$ cat config.mk
export PLATFORM = sky130hd
export DESIGN_NAME = keypad_scanner
export DESIGN_NICKNAME = d
export VERILOG_FILES = /design/src/rtl/keypad_pkg.sv /design/src/rtl/keypad_scanner_row_sync.sv /design/src/rtl/keypad_scanner.sv
export SDC_FILE = /design/constraint.sdc
export NUM_CORES = 1
export LEC_CHECK = 0
export BUFFER_PORTS_ARGS = -buffer_cell sky130_fd_sc_hd__buf_4
export CAP_MARGIN = 0
export CORE_UTILIZATION = 35
export CTS_CLUSTER_DIAMETER = 150
export DETAILED_ROUTE_END_ITERATION = 8
export SYNTH_ARGS = -nofsm -noshare
export SYNTH_HDL_FRONTEND = slang
export SYNTH_SLANG_ARGS = --single-unit
$ cat constraint.sdc
create_clock -name clk -period 3.5 [get_ports clk]
set_input_delay 0.525 -clock clk [delete_from_list [all_inputs] [get_ports clk]]
set_output_delay 0.525 -clock clk [all_outputs]
set_load 0.1 [all_outputs]
$ cat src/rtl/keypad_pkg.sv
// keypad_pkg: shared types and helpers for the 4x4 keypad scanner.
//   - state_e       : scanner FSM states (2 bits)
//   - ROWS_IDLE     : row pattern with no active (low) row
//   - key_lookup    : (row index, column index) -> 4-bit hex key code
//   - count_active  : number of active-low rows in a row pattern
//   - onehot_index  : index of the active-low row in a single-active pattern
package keypad_pkg;

  typedef enum logic [1:0] {
    ST_SCAN     = 2'd0,
    ST_DEBOUNCE = 2'd1,
    ST_PRESSED  = 2'd2,
    ST_RELEASE  = 2'd3
  } state_e;

  localparam logic [3:0] ROWS_IDLE = 4'b1111;

  // Physical keypad legend, row-major:
  //   r0: 1 2 3 A   r1: 4 5 6 B   r2: 7 8 9 C   r3: E 0 F D
  function automatic logic [3:0] key_lookup(input logic [1:0] row_idx,
                                            input logic [1:0] col_idx);
    logic [3:0] code;
    code = 4'h0;
    case ({row_idx, col_idx})
      4'h0: code = 4'h1;
      4'h1: code = 4'h2;
      4'h2: code = 4'h3;
      4'h3: code = 4'hA;
      4'h4: code = 4'h4;
      4'h5: code = 4'h5;
      4'h6: code = 4'h6;
      4'h7: code = 4'hB;
      4'h8: code = 4'h7;
      4'h9: code = 4'h8;
      4'hA: code = 4'h9;
      4'hB: code = 4'hC;
      4'hC: code = 4'hE;
      4'hD: code = 4'h0;
      4'hE: code = 4'hF;
      4'hF: code = 4'hD;
      default: code = 4'h0;
    endcase
    return code;
  endfunction

  function automatic logic [2:0] count_active(input logic [3:0] rows_n);
    logic [2:0] n;
    n = 3'd0;
    for (int i = 0; i < 4; i++) begin
      if (!rows_n[i]) n = n + 3'd1;
    end
    return n;
  endfunction

  // Only meaningful when exactly one row is active; the lowest active
  // index wins otherwise.
  function automatic logic [1:0] onehot_index(input logic [3:0] rows_n);
    logic [1:0] idx;
    idx = 2'd0;
    for (int i = 3; i >= 0; i--) begin
      if (!rows_n[i]) idx = 2'(i);
    end
    return idx;
  endfunction

endpackage

$ cat src/rtl/keypad_scanner_row_sync.sv
// row_sync: two-flop synchronizer for the asynchronous keypad row inputs.
//   clk      in  system clock
//   reset_n  in  asynchronous active-low reset (flops reset to all-ones = idle)
//   row_n    in  [3:0] raw active-low rows from the pins
//   row_s    out [3:0] synchronized rows
module row_sync (
  input  logic       clk,
  input  logic       reset_n,
  input  logic [3:0] row_n,
  output logic [3:0] row_s
);

  logic [3:0] sync1_d, sync1_q;
  logic [3:0] sync2_d, sync2_q;

  always_comb begin
    sync1_d = row_n;
    sync2_d = sync1_q;
  end

  always_ff @(posedge clk or negedge reset_n) begin
    if (!reset_n) begin
      sync1_q <= 4'b1111;
      sync2_q <= 4'b1111;
    end else begin
      sync1_q <= sync1_d;
      sync2_q <= sync2_d;
    end
  end

  assign row_s = sync2_q;

endmodule

$ cat src/rtl/keypad_scanner.sv
// keypad_scanner: scans a 4x4 matrix keypad, debounces press and release,
// and reports one hex key code per press.
//   clk        in  system clock
//   reset_n    in  asynchronous active-low reset
//   row_n      in  [3:0] keypad rows, active-low, asynchronous, pulled up
//   col_n      out [3:0] column drive, active-low, exactly one bit low
//   key_valid  out one-cycle strobe when a debounced key is accepted
//   key_code   out [3:0] code of the last accepted key (held until next)
//   key_held   out high while the accepted key remains pressed
//
// Handshake: key_valid is a pure strobe with no back-pressure; a consumer
// must capture key_code in the cycle key_valid is high (key_code is also
// held afterwards until the next accept).
module keypad_scanner
  import keypad_pkg::*;
#(
  parameter int SCAN_DIV        = 16,    // cycles per column, >= 4
  parameter int DEBOUNCE_CYCLES = 50000  // stable cycles to accept, >= 2
) (
  input  logic       clk,
  input  logic       reset_n,
  input  logic [3:0] row_n,
  output logic [3:0] col_n,
  output logic       key_valid,
  output logic [3:0] key_code,
  output logic       key_held
);

  localparam int SCAN_W = (SCAN_DIV > 1) ? $clog2(SCAN_DIV) : 1;
  localparam int DB_W   = (DEBOUNCE_CYCLES > 1) ? $clog2(DEBOUNCE_CYCLES) : 1;
  localparam logic [SCAN_W-1:0] SCAN_LAST = SCAN_W'(SCAN_DIV - 1);
  localparam logic [DB_W-1:0]   DB_LAST   = DB_W'(DEBOUNCE_CYCLES - 1);

  logic [3:0] row_s;

  row_sync u_row_sync (
    .clk     (clk),
    .reset_n (reset_n),
    .row_n   (row_n),
    .row_s   (row_s)
  );

  state_e            state_d,     state_q;
  logic [SCAN_W-1:0] scan_cnt_d,  scan_cnt_q;
  logic [DB_W-1:0]   db_cnt_d,    db_cnt_q;
  logic [1:0]        col_idx_d,   col_idx_q;
  logic [3:0]        row_pat_d,   row_pat_q;
  logic              key_valid_d, key_valid_q;
  logic [3:0]        key_code_d,  key_code_q;
  logic              key_held_d,  key_held_q;

  always_comb begin
    state_d     = state_q;
    scan_cnt_d  = scan_cnt_q;
    db_cnt_d    = db_cnt_q;
    col_idx_d   = col_idx_q;
    row_pat_d   = row_pat_q;
    key_valid_d = 1'b0;
    key_code_d  = key_code_q;
    key_held_d  = key_held_q;

    case (state_q)
      ST_SCAN: begin
        // Rows are only looked at in the last cycle of a column slot so the
        // column drive has settled and passed through the synchronizer.
        if (scan_cnt_q == SCAN_LAST) begin
          scan_cnt_d = '0;
          if (count_active(row_s) == 3'd1) begin
            row_pat_d = row_s;
            db_cnt_d  = '0;
            state_d   = ST_DEBOUNCE;
          end else begin
            col_idx_d = col_idx_q + 2'd1;
          end
        end else begin
          scan_cnt_d = scan_cnt_q + SCAN_W'(1);
        end
      end

      ST_DEBOUNCE: begin
        if (row_s != row_pat_q) begin
          state_d    = ST_SCAN;
          col_idx_d  = col_idx_q + 2'd1;
          scan_cnt_d = '0;
        end else if (db_cnt_q == DB_LAST) begin
          state_d     = ST_PRESSED;
          key_valid_d = 1'b1;
          key_code_d  = key_lookup(onehot_index(row_pat_q), col_idx_q);
          key_held_d  = 1'b1;
        end else begin
          db_cnt_d = db_cnt_q + DB_W'(1);
        end
      end

      ST_PRESSED: begin
        // A second key in the frozen column changes row_s but is ignored;
        // only a full release moves on.
        if (row_s == ROWS_IDLE) begin
          db_cnt_d = '0;
          state_d  = ST_RELEASE;
        end
      end

      ST_RELEASE: begin
        if (row_s != ROWS_IDLE) begin
          // Release bounce: back to PRESSED without a new strobe.
          state_d = ST_PRESSED;
        end else if (db_cnt_q == DB_LAST) begin
          state_d    = ST_SCAN;
          key_held_d = 1'b0;
          col_idx_d  = col_idx_q + 2'd1;
          scan_cnt_d = '0;
        end else begin
          db_cnt_d = db_cnt_q + DB_W'(1);
        end
      end

      default: state_d = ST_SCAN;
    endcase
  end

  always_ff @(posedge clk or negedge reset_n) begin
    if (!reset_n) begin
      state_q     <= ST_SCAN;
      scan_cnt_q  <= '0;
      db_cnt_q    <= '0;
      col_idx_q   <= 2'd0;
      row_pat_q   <= ROWS_IDLE;
      key_valid_q <= 1'b0;
      key_code_q  <= 4'h0;
      key_held_q  <= 1'b0;
    end else begin
      state_q     <= state_d;
      scan_cnt_q  <= scan_cnt_d;
      db_cnt_q    <= db_cnt_d;
      col_idx_q   <= col_idx_d;
      row_pat_q   <= row_pat_d;
      key_valid_q <= key_valid_d;
      key_code_q  <= key_code_d;
      key_held_q  <= key_held_d;
    end
  end

  assign col_n     = ~(4'b0001 << col_idx_q);
  assign key_valid = key_valid_q;
  assign key_code  = key_code_q;
  assign key_held  = key_held_q;

endmodule

==> impl_metrics.prom, run 1 <==
# TYPE chip_impl_metric gauge
chip_impl_metric{name="first_global_vias",unit=""} 1643
chip_impl_info{name="synth.top_cells.by_count",value="sky130_fd_sc_hd__dfrtp_1 (30), sky130_fd_sc_hd__a21oi_1 (15), sky130_fd_sc_hd__nand2_1 (15)"} 1
chip_impl_metric{name="die-width",unit="um"} 85.4
chip_impl_metric{name="clock_transition_at_the_registers_of_the_reported_paths",unit="ps"} 80
chip_impl_metric{name="grt_antenna_before_repair",unit=""} 0
chip_impl_metric{name="syn_inst",unit=""} 231
chip_impl_metric{name="instances_no_fill",unit=""} 332
chip_impl_metric{name="synth_edf_count",unit=""} 0
chip_impl_metric{name="dp_hpwl",unit="mm"} 3.30
chip_impl_metric{name="synth-seq-cells",unit=""} 42
chip_impl_metric{name="cts_made_buffers",unit=""} 5
chip_impl_metric{name="ant_nets",unit=""} 0
chip_impl_metric{name="gp_routability_congestion",unit=""} 0.862
chip_impl_info{name="rr_startpoint",value="u_row_sync.row_s[0]"} 1
chip_impl_info{name="critical_path.cell_chain",value="inv_1 > ha_1 > xnor2_1 > ha_1 > nor4b_2 > nor4_2 > nor4_4 > o21ai_2 > or4_4 > a21oi_2"} 1
chip_impl_metric{name="grt_use_met1",unit=""} 0.192
chip_impl_info{name="globalRoute.busiestLayer",value="met2"} 1
chip_impl_metric{name="floorplan.rows",unit=""} 30
chip_impl_metric{name="fin_skew",unit="ps"} 3.98
chip_impl_metric{name="syn_avg_cell_area",unit="um^2"} 10.5
chip_impl_metric{name="post_cts_resized",unit=""} 0
chip_impl_info{name="synth_most_common_cell",value="sky130_fd_sc_hd__dfrtp_1"} 1
chip_impl_metric{name="avgViaCountPerCell",unit=""} 5.30
chip_impl_metric{name="syn_nets",unit=""} 249
chip_impl_info{name="holdCritPathClass",value="primary input to async pin"} 1
chip_impl_metric{name="cts.repair_timing.setup_buffer_count",unit=""} 0
chip_impl_metric{name="clock.fmax",unit="GHz"} 0.307
chip_impl_info{name="cp_slowest_cell",value="sky130_fd_sc_hd__or4_4"} 1
chip_impl_info{name="cts_tree",value="built"} 1
chip_impl_info{name="synth_top_cells_by_area",value="sky130_fd_sc_hd__dfrtp_1 (31%), sky130_fd_sc_hd__dfstp_2 (13%), sky130_fd_sc_hd__ha_1 (6.2%)"} 1
chip_impl_metric{name="dr.pass1.iters",unit=""} 4
chip_impl_metric{name="floorplan.io_pins",unit=""} 16
chip_impl_metric{name="grt_first_pass_wirelength",unit="mm"} 7.87
chip_impl_info{name="synthDominantAreaCellType",value="sky130_fd_sc_hd__dfrtp_1"} 1
chip_impl_metric{name="critPathMaxStageDelay",unit="ps"} 580
chip_impl_metric{name="crit_path_max_fanout",unit=""} 15
chip_impl_metric{name="hold_violations",unit=""} 0
chip_impl_metric{name="synth_seq_area_share",unit=""} 0.438
chip_impl_metric{name="gr-usage-met2",unit=""} 0.207
chip_impl_metric{name="synthArstFlopShare",unit=""} 1.00
chip_impl_metric{name="detailroute.via_count",unit=""} 1760
chip_impl_metric{name="p_leak",unit="uW"} 0.00117
chip_impl_metric{name="ctsHoldBuffers",unit=""} 0
chip_impl_metric{name="setup_viol",unit=""} 0
chip_impl_metric{name="cts.sink_count",unit=""} 42
chip_impl_metric{name="area.growth.synth_to_final",unit="%"} 12.8
chip_impl_info{name="grt_setup_unrepaired",value="false"} 1
chip_impl_metric{name="cts_max_level",unit=""} 2
chip_impl_metric{name="endpoint_required_time_on_the_critical_path",unit="ps"} 3730
chip_impl_metric{name="floorplan.die_area",unit="um^2"} 7290
chip_impl_metric{name="initial_utilization",unit=""} 0.360
chip_impl_metric{name="placeableCoreArea",unit="um^2"} 6760
chip_impl_metric{name="power_per_cell_area",unit="nW/um^2"} 565
chip_impl_metric{name="use_met3",unit=""} 0.0321
chip_impl_info{name="ys.flop_type",value="sky130_fd_sc_hd__dfrtp_1"} 1
chip_impl_metric{name="first_iter_violations",unit=""} 106
chip_impl_info{name="cts-root-buf",value="sky130_fd_sc_hd__clkbuf_8"} 1
chip_impl_metric{name="groute.usage.overall",unit=""} 0.138
chip_impl_metric{name="chipHeight",unit="um"} 85.4
chip_impl_metric{name="clk_latency_worst_skew_pair",unit="ps"} 290
chip_impl_info{name="worst_setup_path_start_kind",value="flop"} 1
chip_impl_metric{name="post-synth-top-area-fraction",unit=""} 0.308
chip_impl_metric{name="layout_utilization",unit=""} 0.406
chip_impl_info{name="timing.critical_path.to_type",value="flop"} 1
chip_impl_metric{name="max-vdd-ir-drop",unit="V"} 0.000205
chip_impl_metric{name="netlist_area",unit="um^2"} 2430
chip_impl_metric{name="drive_gt1_frac",unit=""} 0.238
chip_impl_metric{name="yosys_warnings",unit=""} 0
chip_impl_metric{name="drcViolationCount",unit=""} 0
chip_impl_metric{name="drt_wl_total",unit="mm"} 4.50
chip_impl_metric{name="final_nets",unit=""} 269
chip_impl_metric{name="cts-root-to-sink-buffers",unit=""} 2
chip_impl_metric{name="ys_types",unit=""} 61
chip_impl_metric{name="nFillCells",unit=""} 675
chip_impl_metric{name="setup_tns",unit="ps"} 0
chip_impl_metric{name="max_cap_viol_count",unit=""} 0
chip_impl_metric{name="report.power.total",unit="uW"} 1550
chip_impl_metric{name="num_antenna_cells",unit=""} 0
chip_impl_metric{name="worstPathArrival",unit="ps"} 3490
chip_impl_metric{name="port-buffer-count",unit=""} 15
chip_impl_metric{name="place.detailed.instances",unit=""} 324
chip_impl_metric{name="routed_wire_length_per_instance",unit="um"} 13.5
chip_impl_metric{name="worst_tran_pin_value",unit="ps"} 634
chip_impl_info{name="path_common_cell",value="sky130_fd_sc_hd__ha_1"} 1
chip_impl_metric{name="period_needed",unit="ps"} 3260
chip_impl_metric{name="ff2ff_setup_slack",unit="ps"} 240
chip_impl_info{name="status",value="finished, final reports clean"} 1
chip_impl_metric{name="timing.final.max_slew_violations",unit=""} 0
chip_impl_metric{name="min_period_over_period",unit=""} 0.931
chip_impl_metric{name="grt_overflow_total",unit=""} 0
chip_impl_info{name="rr_endpoint",value="db_cnt_q[14]"} 1
chip_impl_metric{name="max_slew_margin",unit=""} 0.573
chip_impl_metric{name="rr_worst_depth",unit=""} 10
chip_impl_info{name="crit_type",value="flop to flop"} 1
chip_impl_metric{name="maximum_number_of_pins_on_one_net_before_global_route_repair",unit=""} 43
[cell type report]
cell class	instances	area, um^2	area share
Clock inverter	2	10.0	0.00365
Sequential cell	42	1070	0.388
Multi-Input combinational cell	168	1280	0.465
Inverter	15	56.3	0.0205
Tap cell	80	100	0.0365
Timing Repair Buffer	19	143	0.0520
Clock buffer	6	93.8	0.0342
[cell families after synthesis]
group / count (synthesis) / share of synthesized area
mux: 12 / 0.0596
fa+ha+maj: 12 / 0.0617
compound gates: 49 / 0.132
buf+inv: 21 / 0.0375
xor+xnor: 10 / 0.0360
simple gates: 85 / 0.235
flops: 42 / 0.438
[cell usage in the layout, fill, tap and decap left out, types with 3 or more instances in the layout]
cell type	instances
sky130_fd_sc_hd__a21oi_1	15
sky130_fd_sc_hd__ha_1	12
sky130_fd_sc_hd__dfrtp_1	30
sky130_fd_sc_hd__clkbuf_8	5
sky130_fd_sc_hd__xnor2_1	7
sky130_fd_sc_hd__nand3_1	9
sky130_fd_sc_hd__o21ai_0	5
sky130_fd_sc_hd__or3_1	5
sky130_fd_sc_hd__nor2_1	12
sky130_fd_sc_hd__mux2_2	4
sky130_fd_sc_hd__buf_4	19
sky130_fd_sc_hd__or4_1	3
sky130_fd_sc_hd__o211ai_1	5
sky130_fd_sc_hd__inv_1	14
sky130_fd_sc_hd__o31ai_1	3
sky130_fd_sc_hd__nand3b_1	4
sky130_fd_sc_hd__o21ai_1	7
sky130_fd_sc_hd__nor3_1	3
sky130_fd_sc_hd__xor2_1	3
sky130_fd_sc_hd__nand4_1	6
sky130_fd_sc_hd__mux2i_1	4
sky130_fd_sc_hd__nand2_1	15
sky130_fd_sc_hd__dfstp_2	12
sky130_fd_sc_hd__and3_1	3
[critical path: cells and delay by family (launching register included)]
kind,cells,cell delay (ps)
and+or+nand+nor,4,1310
xor gates and xnor gates,1,170
adders and majority gates,2,730
DFF,1,570
buffers and inverters,1,50
AOI/OAI and AO/OA,2,360
[state kept, by name, indices dropped and copies added (netlist names)]
name	cells
state_q	2
db_cnt_q	16
col_idx_q	2
key_valid	1
u_row_sync.row_s	4
scan_cnt_q	4
row_pat_q	4
key_held	1
key_code	4
u_row_sync.sync1_q	4
[through the flow]
stage / worst slack [ps] / cell area [um^2] / hold WS, ps
after global routing: 91.4 / 2750 / 249
after floorplan: 437 / 2430 / 229
after CTS: 224 / 2750 / 225
final: 241 / 2750 / 205
after detailed placement: 256 / 2640 / 347
after global placement: 325 / 2640 / 346
[metal layers]
layer	share of wire	vias up	wire (um)
met2	0.44	24	1980
met3	0.034	6	151
met5	0	-	0
li1	-	892	-
met1	0.52	838	2330
met4	0.0085	0	38
[how the worst max path moves through the flow]
| stage | start | endpoint | slack [ps] | cells after the start |
|---|---|---|---|---|
| 4_1_cts | u_row_sync.row_s[0] | db_cnt_q[14] | 220 | 10 |
| 2_1_floorplan | u_row_sync.row_s[0] | db_cnt_q[14] | 440 | 10 |
| 3_3_place_gp | u_row_sync.row_s[0] | db_cnt_q[14] | 330 | 10 |
| 6_report | u_row_sync.row_s[0] | db_cnt_q[14] | 240 | 10 |
| 3_5_place_dp | u_row_sync.row_s[0] | db_cnt_q[14] | 260 | 10 |
| 5_1_grt | u_row_sync.row_s[0] | db_cnt_q[14] | 90 | 10 |
[report_power, final]
part	switching (uW)	internal, uW	total [uW]	leakage, uW
clock	165	181	346	0.0000561
sequential	87.5	567	655	0.000531
combinational	343	206	549	0.000587
No activity file was read; power rests on OpenSTA's default activity.
==> run 2: changes to the inputs <==
--- a/config.mk
+++ b/config.mk
@@ -7,6 +7,7 @@
 export LEC_CHECK = 0
 export BUFFER_PORTS_ARGS = -buffer_cell sky130_fd_sc_hd__buf_4
 export CAP_MARGIN = 0
+export CORE_MARGIN = 10
 export CORE_UTILIZATION = 35
 export CTS_CLUSTER_DIAMETER = 150
 export DETAILED_ROUTE_END_ITERATION = 8
==> run 2 against run 1 <==
Compared with the run above: non-clock buffer count stayed put; clock power is 7.5% lower; setup slack worse by 8.6 ps; power is 1.5% lower; final area is 0.27% higher; via count is 2.2% higher; hold slack worse by 6.9 ps; global-route usage is 3.8 points lower; critical path type unchanged.
==> impl_metrics.prom, run 2 (synthesis gave the netlist of run 1 again) <==
# TYPE chip_impl_metric gauge
chip_impl_metric{name="worst_tran_pin_value",unit="ps"} 680
chip_impl_info{name="cts-root-buf",value="sky130_fd_sc_hd__clkbuf_8"} 1
chip_impl_metric{name="detailroute.via_count",unit=""} 1798
chip_impl_metric{name="grt_overflow_total",unit=""} 0
chip_impl_info{name="layout_commonest_cell",value="sky130_fd_sc_hd__dfrtp_1"} 1
chip_impl_metric{name="first_global_vias",unit=""} 1674
chip_impl_info{name="grt_setup_unrepaired",value="false"} 1
chip_impl_metric{name="grt_first_pass_wirelength",unit="mm"} 8.41
chip_impl_metric{name="dr.pass1.iters",unit=""} 4
chip_impl_metric{name="cts_max_level",unit=""} 2
chip_impl_info{name="worst_setup_path_start_kind",value="flop"} 1
chip_impl_metric{name="drive_gt1_frac",unit=""} 0.234
chip_impl_metric{name="nFillCells",unit=""} 664
chip_impl_metric{name="area.growth.synth_to_final",unit="%"} 13.1
chip_impl_metric{name="final_nets",unit=""} 269
chip_impl_metric{name="drcViolationCount",unit=""} 0
chip_impl_metric{name="setup_viol",unit=""} 0
chip_impl_metric{name="endpoint_required_time_on_the_critical_path",unit="ps"} 3730
chip_impl_info{name="cts_tree",value="built"} 1
chip_impl_info{name="crit_type",value="flop to flop"} 1
chip_impl_metric{name="largest_register_ffs",unit=""} 16
chip_impl_metric{name="maximum_number_of_pins_on_one_net_before_global_route_repair",unit=""} 43
chip_impl_metric{name="initial_utilization",unit=""} 0.358
chip_impl_metric{name="routed_wire_length_per_instance",unit="um"} 14.3
chip_impl_metric{name="crit_path_max_fanout",unit=""} 18
chip_impl_metric{name="fin_skew",unit="ps"} 9.52
chip_impl_info{name="timing.critical_path.to_type",value="flop"} 1
chip_impl_metric{name="num_antenna_cells",unit=""} 0
chip_impl_metric{name="cts.sink_count",unit=""} 42
chip_impl_metric{name="period_needed",unit="ps"} 3270
chip_impl_metric{name="cts-root-to-sink-buffers",unit=""} 2
chip_impl_metric{name="cts.repair_timing.setup_buffer_count",unit=""} 0
chip_impl_metric{name="die-width",unit="um"} 103
chip_impl_metric{name="placeableCoreArea",unit="um^2"} 6790
chip_impl_info{name="holdCritPathClass",value="primary input to async pin"} 1
chip_impl_metric{name="floorplan.io_pins",unit=""} 16
chip_impl_metric{name="clk_latency_worst_skew_pair",unit="ps"} 300
chip_impl_metric{name="layout_utilization",unit=""} 0.405
chip_impl_metric{name="chipHeight",unit="um"} 103
chip_impl_metric{name="floorplan.die_area",unit="um^2"} 10700
chip_impl_metric{name="multi_input_combinational_cell_area",unit="um^2"} 1280
chip_impl_metric{name="hold_violations",unit=""} 0
chip_impl_metric{name="ctsHoldBuffers",unit=""} 0
chip_impl_metric{name="first_iter_violations",unit=""} 99
chip_impl_metric{name="gp_routability_congestion",unit=""} 0.834
chip_impl_metric{name="grt_antenna_before_repair",unit=""} 0
chip_impl_metric{name="dp_hpwl",unit="mm"} 3.56
chip_impl_info{name="layout_common_cells",value="sky130_fd_sc_hd__dfrtp_1 (30), sky130_fd_sc_hd__buf_4 (19), sky130_fd_sc_hd__a21oi_1 (15), sky130_fd_sc_hd__nand2_1 (15), sky130_fd_sc_hd__inv_1 (14)"} 1
chip_impl_metric{name="avgViaCountPerCell",unit=""} 5.17
chip_impl_info{name="status",value="finished, final reports clean"} 1
chip_impl_metric{name="groute.usage.overall",unit=""} 0.0999
chip_impl_metric{name="worstPathArrival",unit="ps"} 3500
chip_impl_metric{name="clock.fmax",unit="GHz"} 0.306
chip_impl_metric{name="ant_nets",unit=""} 0
chip_impl_metric{name="timing.final.max_slew_violations",unit=""} 0
chip_impl_metric{name="post_cts_resized",unit=""} 0
chip_impl_metric{name="port-buffer-count",unit=""} 15
chip_impl_metric{name="max-vdd-ir-drop",unit="V"} 0.000204
chip_impl_info{name="largest-register",value="db_cnt_q"} 1
chip_impl_metric{name="min_period_over_period",unit=""} 0.934
chip_impl_metric{name="floorplan.rows",unit=""} 30
chip_impl_metric{name="clock_transition_at_the_registers_of_the_reported_paths",unit="ps"} 80
chip_impl_metric{name="register_area",unit="um^2"} 1070
chip_impl_metric{name="setup_tns",unit="ps"} 0
chip_impl_metric{name="p_leak",unit="uW"} 0.00117
chip_impl_metric{name="max_slew_margin",unit=""} 0.546
chip_impl_metric{name="max_cap_viol_count",unit=""} 0
chip_impl_metric{name="power_per_cell_area",unit="nW/um^2"} 554
chip_impl_metric{name="cts_made_buffers",unit=""} 5
chip_impl_metric{name="drt_wl_total",unit="mm"} 4.98
-- run 2: cell types whose count changed in the layout (fill, tap and decap cells not counted) --
cell                        change
sky130_fd_sc_hd__clkbuf_16      -1
sky130_fd_sc_hd__clkinv_2       -1
sky130_fd_sc_hd__clkbuf_1       +1
sky130_fd_sc_hd__clkbuf_8       +1
-- run 2: worst paths after layout --
kind	start	endpoint	slack, ps	depth (start not counted)
worst min register to register	u_row_sync.sync1_q[3]	u_row_sync.row_s[3]	360	0
worst max-delay path	u_row_sync.row_s[0]	db_cnt_q[14]	230	10
worst max register to register	u_row_sync.row_s[0]	db_cnt_q[14]	230	10
max in group asynchronous	reset_n	u_row_sync.row_s[3]	2910	1
worst min-delay path	reset_n	col_idx_q[1]	200	1
min in group clk	row_n[1]	u_row_sync.sync1_q[1]	340	1
-- run 2: critical path: stages, from the launching register on --
cell and delay [ps]:
sky130_fd_sc_hd__dfstp_2 580, sky130_fd_sc_hd__inv_1 50, sky130_fd_sc_hd__ha_1 380, sky130_fd_sc_hd__xnor2_1 160, sky130_fd_sc_hd__ha_1 350, sky130_fd_sc_hd__nor4b_2 290
sky130_fd_sc_hd__nor4_2 120, sky130_fd_sc_hd__nor4_4 300, sky130_fd_sc_hd__o21ai_2 260, sky130_fd_sc_hd__or4_4 580, sky130_fd_sc_hd__a21oi_2 130
-- run 2: final cells by class --
| cell class | count | area share |
|---|---|---|
| Clock buffer | 7 | 0.0314 |
| Clock inverter | 1 | 0.00182 |
| Inverter | 15 | 0.0205 |
| Multi-Input combinational cell | 168 | 0.464 |
| Sequential cell | 42 | 0.387 |
| Tap cell | 96 | 0.0436 |
| Timing Repair Buffer | 19 | 0.0518 |
-- run 2: through the flow --
stage / cell area, um^2 / worst slack [ps] / hold slack (ps) / cells / total power, uW
CTS: 2750 / 216 / 220 / 348 / 1550
detailed placement: 2660 / 224 / 347 / 340 / 1220
floorplan: 2430 / 437 / 229 / 231 / 1100
global placement: 2660 / 314 / 346 / 340 / 1210
global route: 2750 / 8.19 / 252 / 348 / 1630
finish: 2750 / 232 / 198 / 348 / 1530
-- run 2: power breakdown --
part / leakage, uW / switching, uW / total (uW) / internal (uW)
clock: 0.0000482 / 161 / 320 / 159
sequential: 0.000531 / 88.3 / 656 / 567
combinational: 0.000588 / 345 / 551 / 206
-- run 2: routing by layer --
layer | GRT usage | part of all wire
met4 | 0.0460 | 0.026
met1 | 0.130 | 0.47
met3 | 0.0213 | 0.029
met5 | 0 | 0
met2 | 0.155 | 0.48
